[src/rtl/buffer_ra_packer.sv]
// Shift-in packer for the RMII receive path: sliding window plus
// word assembly with chunk count, alignment and partial flush.
module buffer_ra_packer #(
  parameter int BUFFER_SIZE = 8,
  parameter int INPUT_SIZE  = 2,
  parameter bit REVERSE     = 1'b0
) (
  input  logic                   clk_in,
  input  logic                   rst_n_in,
  input  logic [INPUT_SIZE-1:0]  data_in,
  input  logic                   trigger,
  input  logic                   align_in,
  input  logic                   flush_in,
  output logic [BUFFER_SIZE-1:0] data_out,
  output logic [BUFFER_SIZE-1:0] word_out,
  output logic                   word_valid_out,
  output logic                   word_partial_out,
  output logic [$clog2(BUFFER_SIZE/INPUT_SIZE+1)-1:0] fill_out
);

  localparam int CHUNKS = BUFFER_SIZE / INPUT_SIZE;
  localparam int CW     = $clog2(CHUNKS + 1);

  logic [BUFFER_SIZE-1:0] sr_q, sr_d;
  logic [BUFFER_SIZE-1:0] word_q, word_d;
  logic [CW-1:0]          cnt_q, cnt_d;
  logic                   valid_q, valid_d;
  logic                   partial_q, partial_d;

  logic [BUFFER_SIZE-1:0] win0;
  logic [BUFFER_SIZE-1:0] mask;
  logic [CW-1:0]          cnt_n;
  logic                   done;

  // Zero-latency window; win0 is the same window seen from an empty sr.
  if (REVERSE) begin : g_rev
    assign data_out = {data_in, sr_q[BUFFER_SIZE-1:INPUT_SIZE]};
    assign win0     = {data_in, {(BUFFER_SIZE-INPUT_SIZE){1'b0}}};
  end else begin : g_nor
    assign data_out = {sr_q[BUFFER_SIZE-INPUT_SIZE-1:0], data_in};
    assign win0     = {{(BUFFER_SIZE-INPUT_SIZE){1'b0}}, data_in};
  end

  // Next state: align wins, then trigger, then flush of what remains.
  always_comb begin
    sr_d      = sr_q;
    cnt_d     = cnt_q;
    word_d    = word_q;
    valid_d   = 1'b0;
    partial_d = 1'b0;
    cnt_n     = cnt_q;
    done      = 1'b0;
    mask      = '0;
    if (align_in) begin
      sr_d  = trigger ? win0 : '0;
      cnt_d = trigger ? CW'(1) : '0;
    end else begin
      if (trigger) begin
        sr_d = data_out;
        if (cnt_q == CW'(CHUNKS - 1)) begin
          word_d  = data_out;
          valid_d = 1'b1;
          cnt_n   = '0;
          done    = 1'b1;
        end else begin
          cnt_n = cnt_q + CW'(1);
        end
      end
      for (int i = 0; i < CHUNKS; i++) begin
        if (CW'(i) < cnt_n) begin
          if (REVERSE)
            mask[BUFFER_SIZE-(i+1)*INPUT_SIZE +: INPUT_SIZE] = '1;
          else
            mask[i*INPUT_SIZE +: INPUT_SIZE] = '1;
        end
      end
      if (flush_in && !done && cnt_n != '0) begin
        word_d    = sr_d & mask;
        valid_d   = 1'b1;
        partial_d = 1'b1;
        cnt_n     = '0;
      end
      cnt_d = cnt_n;
    end
  end

  // State registers with asynchronous clear.
  always_ff @(posedge clk_in or negedge rst_n_in) begin
    if (!rst_n_in) begin
      sr_q      <= '0;
      word_q    <= '0;
      cnt_q     <= '0;
      valid_q   <= 1'b0;
      partial_q <= 1'b0;
    end else begin
      sr_q      <= sr_d;
      word_q    <= word_d;
      cnt_q     <= cnt_d;
      valid_q   <= valid_d;
      partial_q <= partial_d;
    end
  end

  assign word_out         = word_q;
  assign word_valid_out   = valid_q;
  assign word_partial_out = partial_q;
  assign fill_out         = cnt_q;

endmodule
[config.mk]
export PLATFORM = sky130hd
export DESIGN_NAME = buffer_ra_packer
export DESIGN_NICKNAME = d
export VERILOG_FILES = /design/src/rtl/buffer_ra_packer.sv
export SDC_FILE = /design/constraint.sdc
export NUM_CORES = 1
export LEC_CHECK = 0
export ABC_AREA = 1
export BUFFER_PORTS_ARGS = -buffer_cell sky130_fd_sc_hd__buf_4
export CORE_MARGIN = 2
export CORE_UTILIZATION = 52
export CTS_CLUSTER_DIAMETER = 200
export DETAILED_ROUTE_END_ITERATION = 8
export HOLD_SLACK_MARGIN = 0.02
export PLACE_DENSITY = 0.77
export REMOVE_ABC_BUFFERS = 1
export SLEW_MARGIN = 15
export SYNTH_ARGS = -nofsm -noshare
export SYNTH_HDL_FRONTEND = slang
export SYNTH_SLANG_ARGS = --single-unit
export TNS_END_PERCENT = 5
[constraint.sdc]
create_clock -name clk_in -period 2 [get_ports clk_in]
set_input_delay 0.1 -clock clk_in [delete_from_list [all_inputs] [get_ports clk_in]]
set_output_delay 0.1 -clock clk_in [all_outputs]
set_load 0.01 [all_outputs]
# Yosys cells after proc, flatten, opt, wreduce, memory -nomap -nowiden
# Index checks and enable logic that the tools add are counted.
[classes]
add_sub_neg = 1
n_mul = 0
n_div = 0
magnitude_cmp = 4
eq_ne = 1
shifts = 0
mux = 28
bitwise = 2
n_reduce_logical = 7
[op_table]
columns = ["operator", "n"]
rows = [
  ["8-bit 2-to-1 mux", 6],
  ["2-bit 2-to-1 mux", 9],
  ["3-bit 2-to-1 mux", 5],
  ["8-bit AND", 1],
  ["1-bit 2-to-1 mux", 8],
  ["1-bit by 3-bit less-than comparator with 1-bit output, first input constant", 2],
  ["2-bit by 3-bit less-than comparator with 1-bit output, first input constant", 2],
  ["2-bit nonzero test", 2],
  ["3-bit by 1-bit adder with 3-bit output, second input constant", 1],
  ["3-bit by 2-bit equality test with 1-bit output, second input constant", 1],
  ["3-bit AND reduction", 1],
  ["3-bit nonzero test", 1],
  ["1-bit logical AND", 2],
  ["1-bit logical NOT", 1],
  ["1-bit NOT", 1],
]
[word_totals]
reg_bits = 21
latch_bits = 0
ram_bits = 0
mem_bits_ro = 0
input_bits = 7
out_inout_bits = 21
elab_cells = 48
n_memories = 0

# Logic depth before layout (Yosys ltp)
[depth]
word_depth = 9
ltp_mapped = 11
depth_no_buf = 11

# Worst setup path after synthesis
# No wires, ideal clock.
[synth_path]
kind = "reg-to-reg"
from = "register cnt_q[0], in the netlist fill_out[0]"
to = "register word_q[2], in the netlist word_out[2]"
setup_ps = 116
t_arrival_ps = 1414
required_ps = 1884
path_slack_ps = 469
path_stages_with_launch = 11
n_path_buf = 1
period_less_slack_ps = 1531
path_cell_list = "dfrtp_1 -> ha_1 -> nand2_4 -> nor2_4 -> nor2_4 -> nand2_4 -> buf_6 -> nand3b_4 -> nand2_4 -> nand2_1 -> nand2_1"
[synth_between]
elab_chain_cells = 9
word_cells_on_any_way = 20
cone_classes = "add/sub: 1; order compare: 1; eq/ne: 1; mux: 9; bitwise: 1; reduce/logical: 7"
[synth_lines]
columns = ["element", "line", "rtl"]
rows = [
  ["from (decl)", "26", "logic [CW-1:0] cnt_q, cnt_d;"],
  ["from (signal assigned)", "98", "cnt_q <= cnt_d;"],
  ["3-bit by 1-bit adder with 3-bit output or 3-bit by 2-bit equality test with 1-bit output (tied branches)", "66, 60", ""],
  ["3-bit 2-to-1 mux or 1-bit 2-to-1 mux (tied branches)", "60", "if (cnt_q == CW'(CHUNKS - 1)) begin"],
  ["3-bit 2-to-1 mux or 1-bit 2-to-1 mux (tied branches)", "58", "if (trigger) begin"],
  ["3-bit 2-to-1 mux or 1-bit 2-to-1 mux (tied branches)", "54", "if (align_in) begin"],
  ["1-bit by 3-bit less-than comparator with 1-bit output or 1-bit logical NOT (tied branches)", "70, 77", ""],
  ["2-bit 2-to-1 mux or 1-bit logical AND (tied branches)", "70, 77", ""],
  ["2-bit 2-to-1 mux or 1-bit logical AND (tied branches)", "54, 77", ""],
  ["8-bit AND or 2-bit nonzero test (tied branches)", "--", ""],
  ["8-bit 2-to-1 mux or 3-bit AND reduction (tied branches)", "--", ""],
  ["to (signal assigned)", "97", "word_q <= word_d;"],
  ["to (decl)", "25", "logic [BUFFER_SIZE-1:0] word_q, word_d;"],
]
# Several ways; a longest one is shown, not always the timed one. The select of a mux whose other input is x is not followed.
# A chain may end at the register's enable or synchronous reset.

# Final worst setup path
[layout_path]
from = "register cnt_q[0], in the netlist fill_out[0]"
to = "register word_q[5], in the netlist word_out[5]"
[layout_between]
elab_chain_cells = 9
word_cells_on_any_way = 20
cone_classes = "add/sub: 1; order compare: 1; eq/ne: 1; mux: 9; bitwise: 1; reduce/logical: 7"
[layout_lines]
columns = ["element", "line"]
rows = [
  ["3-bit by 1-bit adder with 3-bit output or 3-bit by 2-bit equality test with 1-bit output (tied branches)", "66, 60"],
  ["3-bit 2-to-1 mux or 1-bit 2-to-1 mux (tied branches)", "60"],
  ["3-bit 2-to-1 mux or 1-bit 2-to-1 mux (tied branches)", "58"],
  ["3-bit 2-to-1 mux or 1-bit 2-to-1 mux (tied branches)", "54"],
  ["2-bit by 3-bit less-than comparator with 1-bit output or 1-bit logical NOT (tied branches)", "70, 77"],
  ["2-bit 2-to-1 mux or 1-bit logical AND (tied branches)", "70, 77"],
  ["2-bit 2-to-1 mux or 1-bit logical AND (tied branches)", "54, 77"],
  ["8-bit AND or 2-bit nonzero test (tied branches)", "--"],
  ["8-bit 2-to-1 mux or 3-bit AND reduction (tied branches)", "--"],
]
# Several ways; a longest one is shown, not always the timed one. The select of a mux whose other input is x is not followed.

==> impl.org <==
** Floorplan
- The floorplan has 17 rows.
- Count of pins on the block boundary :: 28
- Initial Util :: between 50 and 60%
- The floorplan step set the die height to between 50 and 60 um.
- Die area :: 2718 um^2
- The die is about 52 um wide.
- CORE AREA :: roughly 2200 um^2

** Synth
- Netlist area before placement :: 1205 um^2
- Mean area per synthesized cell :: ~8.4 um^2
- Sequential elements use between 40% and 50% of the synthesized area.
- After synthesis, the largest area contributor takes up between 40% and 50% of total cell area.
- Most used DFF post-synth :: sky130_fd_sc_hd__dfrtp_1
- Cell type with the highest aggregate area in the netlist :: sky130_fd_sc_hd__dfrtp_1
- Synthesized netlist cell count :: around 140
- Number of library cell types mapped by synthesis :: 23
- During synthesis, Yosys emitted a total of 0 warnings.
- After synthesis, the share of flip-flops with an asynchronous set or reset is 100.0%.
- Top cells by area, synth :: sky130_fd_sc_hd__dfrtp_1, sky130_fd_sc_hd__nand2_1, sky130_fd_sc_hd__nand2_4
- Commonest cells post-synth :: sky130_fd_sc_hd__nand2_1, sky130_fd_sc_hd__dfrtp_1, sky130_fd_sc_hd__nor2_1
- Yosys mapped a number of flops with a built-in enable equal to 0.
- By instance count, the leading cell after synthesis is sky130_fd_sc_hd__nand2_1.
- After synthesis the netlist holds a flip-flop and latch count of 21.

** Timing
- Final hold vios :: 0
- Total count of max-transition violations in the final report :: 0
- Total negative slack :: 0 ps
- RSZ-0062 raised after global routing :: no
- The worst path uses 82.72% of the clock period.
- Timing would allow up to a little over 600 MHz.
- Final critical-path required period :: 1654 ps
- In this run the tightest slew margin relative to its limit is 81.52%.
- Number of endpoints failing setup at the final stage :: 0
- The clock arrives with around 6.3 ps of skew.
- Measured slew at the worst slew-check pin :: 274.3 ps
- Crit path setup slack, layout :: around 350 ps

** Power and ir drop
- Final total power :: about 1.0 mW
- Largest voltage drop on the vdd net :: 0.4410 mV
- In this run the power density over the cells is 734.4 nW/um^2.
- Static Leakage :: 0.7783 nW

** Setup path
- Largest fanout of any net on the critical path :: 13
- On the worst path, the slowest cell contributes a delay of 430 ps.
- Broken down by cell family, the worst path's largest delay share belongs to simple AND/OR/NAND/NOR gates.
- The slowest stage of the critical path belongs to the cell sky130_fd_sc_hd__dfrtp_1.
- Buffering stage count on the worst path with inverters included :: 1
- Worst setup path class :: flop to flop
- Worst-path cell chain :: ha_1, nand2_1, inv_1, nand2_2, nand3_2, nand2_4, nand2_4, nand2_4, nand2_4, nand2_1, nand2_1
- Data on the critical path is required at its endpoint by 2200 ps.
- For the worst setup path, the data arrival time is 1850 ps.
- Cell with the most instances on the worst path :: sky130_fd_sc_hd__nand2_4
- STA classifies the critical path endpoint as a flop.
- CP Launch Type :: flop

** Clock network
- Post-CTS Hold Buffers :: 1
- The number of gates resized after CTS was 0.
- Clock-pin slew was measured on the worst setup and hold paths at around 110 ps.
- CTS built an H-tree with a depth of 1.
- Setup bufs post-CTS :: 0
- The tree built by TritonCTS fans out to 21 sinks.
- Worst-case clock buffer depth :: 2
- Clock latency on the worst-skew pair :: approximately 300 ps
- CTS tree :: done
- In this run the clock root is driven by a sky130_fd_sc_hd__clkbuf_4.
- Clock tree synthesis inserted a total of 3 buffers.

** Finish
- 0 antenna diodes ended up in the layout.
- Cells with a size suffix above 1 make up 30.86% of the layout.
- Final #Nets :: 171
- Relative area change from synthesis to final layout :: 14.43%

** Place
- Gpl congestion :: 0.8886
- Port Buffers :: 27
- Summed over all nets, the half-perimeter wirelength after detailed placement is 1684 um.
- Timing analysis after detailed placement gives a worst setup slack of ~360 ps.

** Drt
- WL/cell :: 11.48 um
- Final Routed Wirelength :: 2182 um
- The routed layout has 923 vias.
- The first TritonRoute pass finished after 4 iterations.
- Dividing the detail-routed via count by the number of cells gives roughly 5.
- After the first detailed-routing iteration, the DRC count stood at 21.
- Detailed-route DRC error count :: 0
- Post-route antenna net violation count :: 0

** Status
- Status :: finished clean

** Global route
- Entering global routing, the biggest net connects 22 pins.
- Overall overflow remaining after global route :: 0
- Vias in the first global route :: around 870
- Global routing used a little under a fifth of the available tracks.
- The initial antenna violation count came to 0.
- The first global-routing pass estimated 3629 um of wire.

** Run
- # Max-Cap Violations :: 0

** Worst hold path
- Type of the worst min-delay path :: input pin to flop
-- final cells by class --
| type | instances | area, um^2 |
|---|---|---|
| Fill cell | 180 | 812.0 |
| Multi-Input combinational cell | 100 | 544.3 |
| Sequential cell | 21 | 525.5 |
| Timing Repair Buffer | 28 | 212.7 |
| Tap cell | 28 | 35.03 |
| Inverter | 9 | 33.78 |
| Clock buffer | 3 | 22.52 |
| Clock inverter | 1 | 5.005 |
-- cell families after synthesis --
logic type / share of synthesized area [%]
simple gates: 36.86
buf+inv: 11.22
flops: 43.61
compound gates: 5.607
mux: 1.662
fa+ha+maj: 1.038
-- metrics by stage --
step | hold WS, ps | instances | utilization (%) | instance area, um^2
final | 35.35 | 190 | 62.94 | 1379
after global routing | 37.66 | 190 | 62.94 | 1379
after CTS | 33.27 | 190 | 62.94 | 1379
after detailed placement | -5.401 | 185 | 61.22 | 1341
after global placement | -5.315 | 185 | 61.22 | 1341
after floorplan | -195.6 | 130 | - | 1104
-- final timing paths --
| path | from | end | slack, ps | cells past startpoint |
|---|---|---|---|---|
| worst max-delay path | fill_out[0] | word_out[5] | 350 | 11 |
| worst min-delay path | data_in[1] | sr_q[1] | 40 | 3 |
| worst max register to register | fill_out[0] | word_out[5] | 350 | 11 |
| worst min register to register | word_out[6] | word_out[6] | 490 | 2 |
| max in group asynchronous | rst_n_in | fill_out[2] | 1590 | 2 |
| min in group asynchronous | rst_n_in | word_valid_out | 200 | 2 |
-- report_power, final --
group	internal, mW	leakage [nW]	switching [mW]	total [mW]
combinational	0.134	0.483	0.168	0.302
sequential	0.479	0.278	0.0344	0.513
clock	0.0745	0.0177	0.123	0.197
-- layout by cell type, fill, tap and decap left out --
cell type                       instances
sky130_fd_sc_hd__dlygate4sd3_1          1
sky130_fd_sc_hd__nand4_1                1
sky130_fd_sc_hd__ha_1                   1
sky130_fd_sc_hd__nand3b_4               1
sky130_fd_sc_hd__nor2_1                10
sky130_fd_sc_hd__nand2_4                8
sky130_fd_sc_hd__o21ai_1                2
sky130_fd_sc_hd__nand2_1               47
sky130_fd_sc_hd__nor2_4                 2
sky130_fd_sc_hd__a211oi_1               1
sky130_fd_sc_hd__nand3_1                9
sky130_fd_sc_hd__inv_2                  2
sky130_fd_sc_hd__mux2i_1                2
sky130_fd_sc_hd__nand2_2                4
sky130_fd_sc_hd__o21ai_0                7
sky130_fd_sc_hd__o31ai_1                2
sky130_fd_sc_hd__clkinv_2               1
sky130_fd_sc_hd__dfrtp_1               21
sky130_fd_sc_hd__buf_4                 27
sky130_fd_sc_hd__nor2_2                 1
sky130_fd_sc_hd__nor3_1                 1
sky130_fd_sc_hd__nand3_2                1
sky130_fd_sc_hd__clkbuf_4               3
sky130_fd_sc_hd__inv_1                  7
-- layer usage --
layer	track usage, %	share of wire [%]	wire, um
met5	0	0	0
met4	7.692	1.2	27
met3	2.586	3.8	84
met2	31.43	49	1079
met1	22.61	45	991
-- state kept, by name, summed over array words and instances (netlist names) --
register and flops:
word_out 8, sr_q 8, fill_out 3, word_partial_out 1, word_valid_out 1
-- worst min-delay path: stages --
cell and delay, ps:
sky130_fd_sc_hd__buf_4 90, sky130_fd_sc_hd__nand2_1 60, sky130_fd_sc_hd__o31ai_1 60
Note: power is estimated with default switching activity, not from simulation.
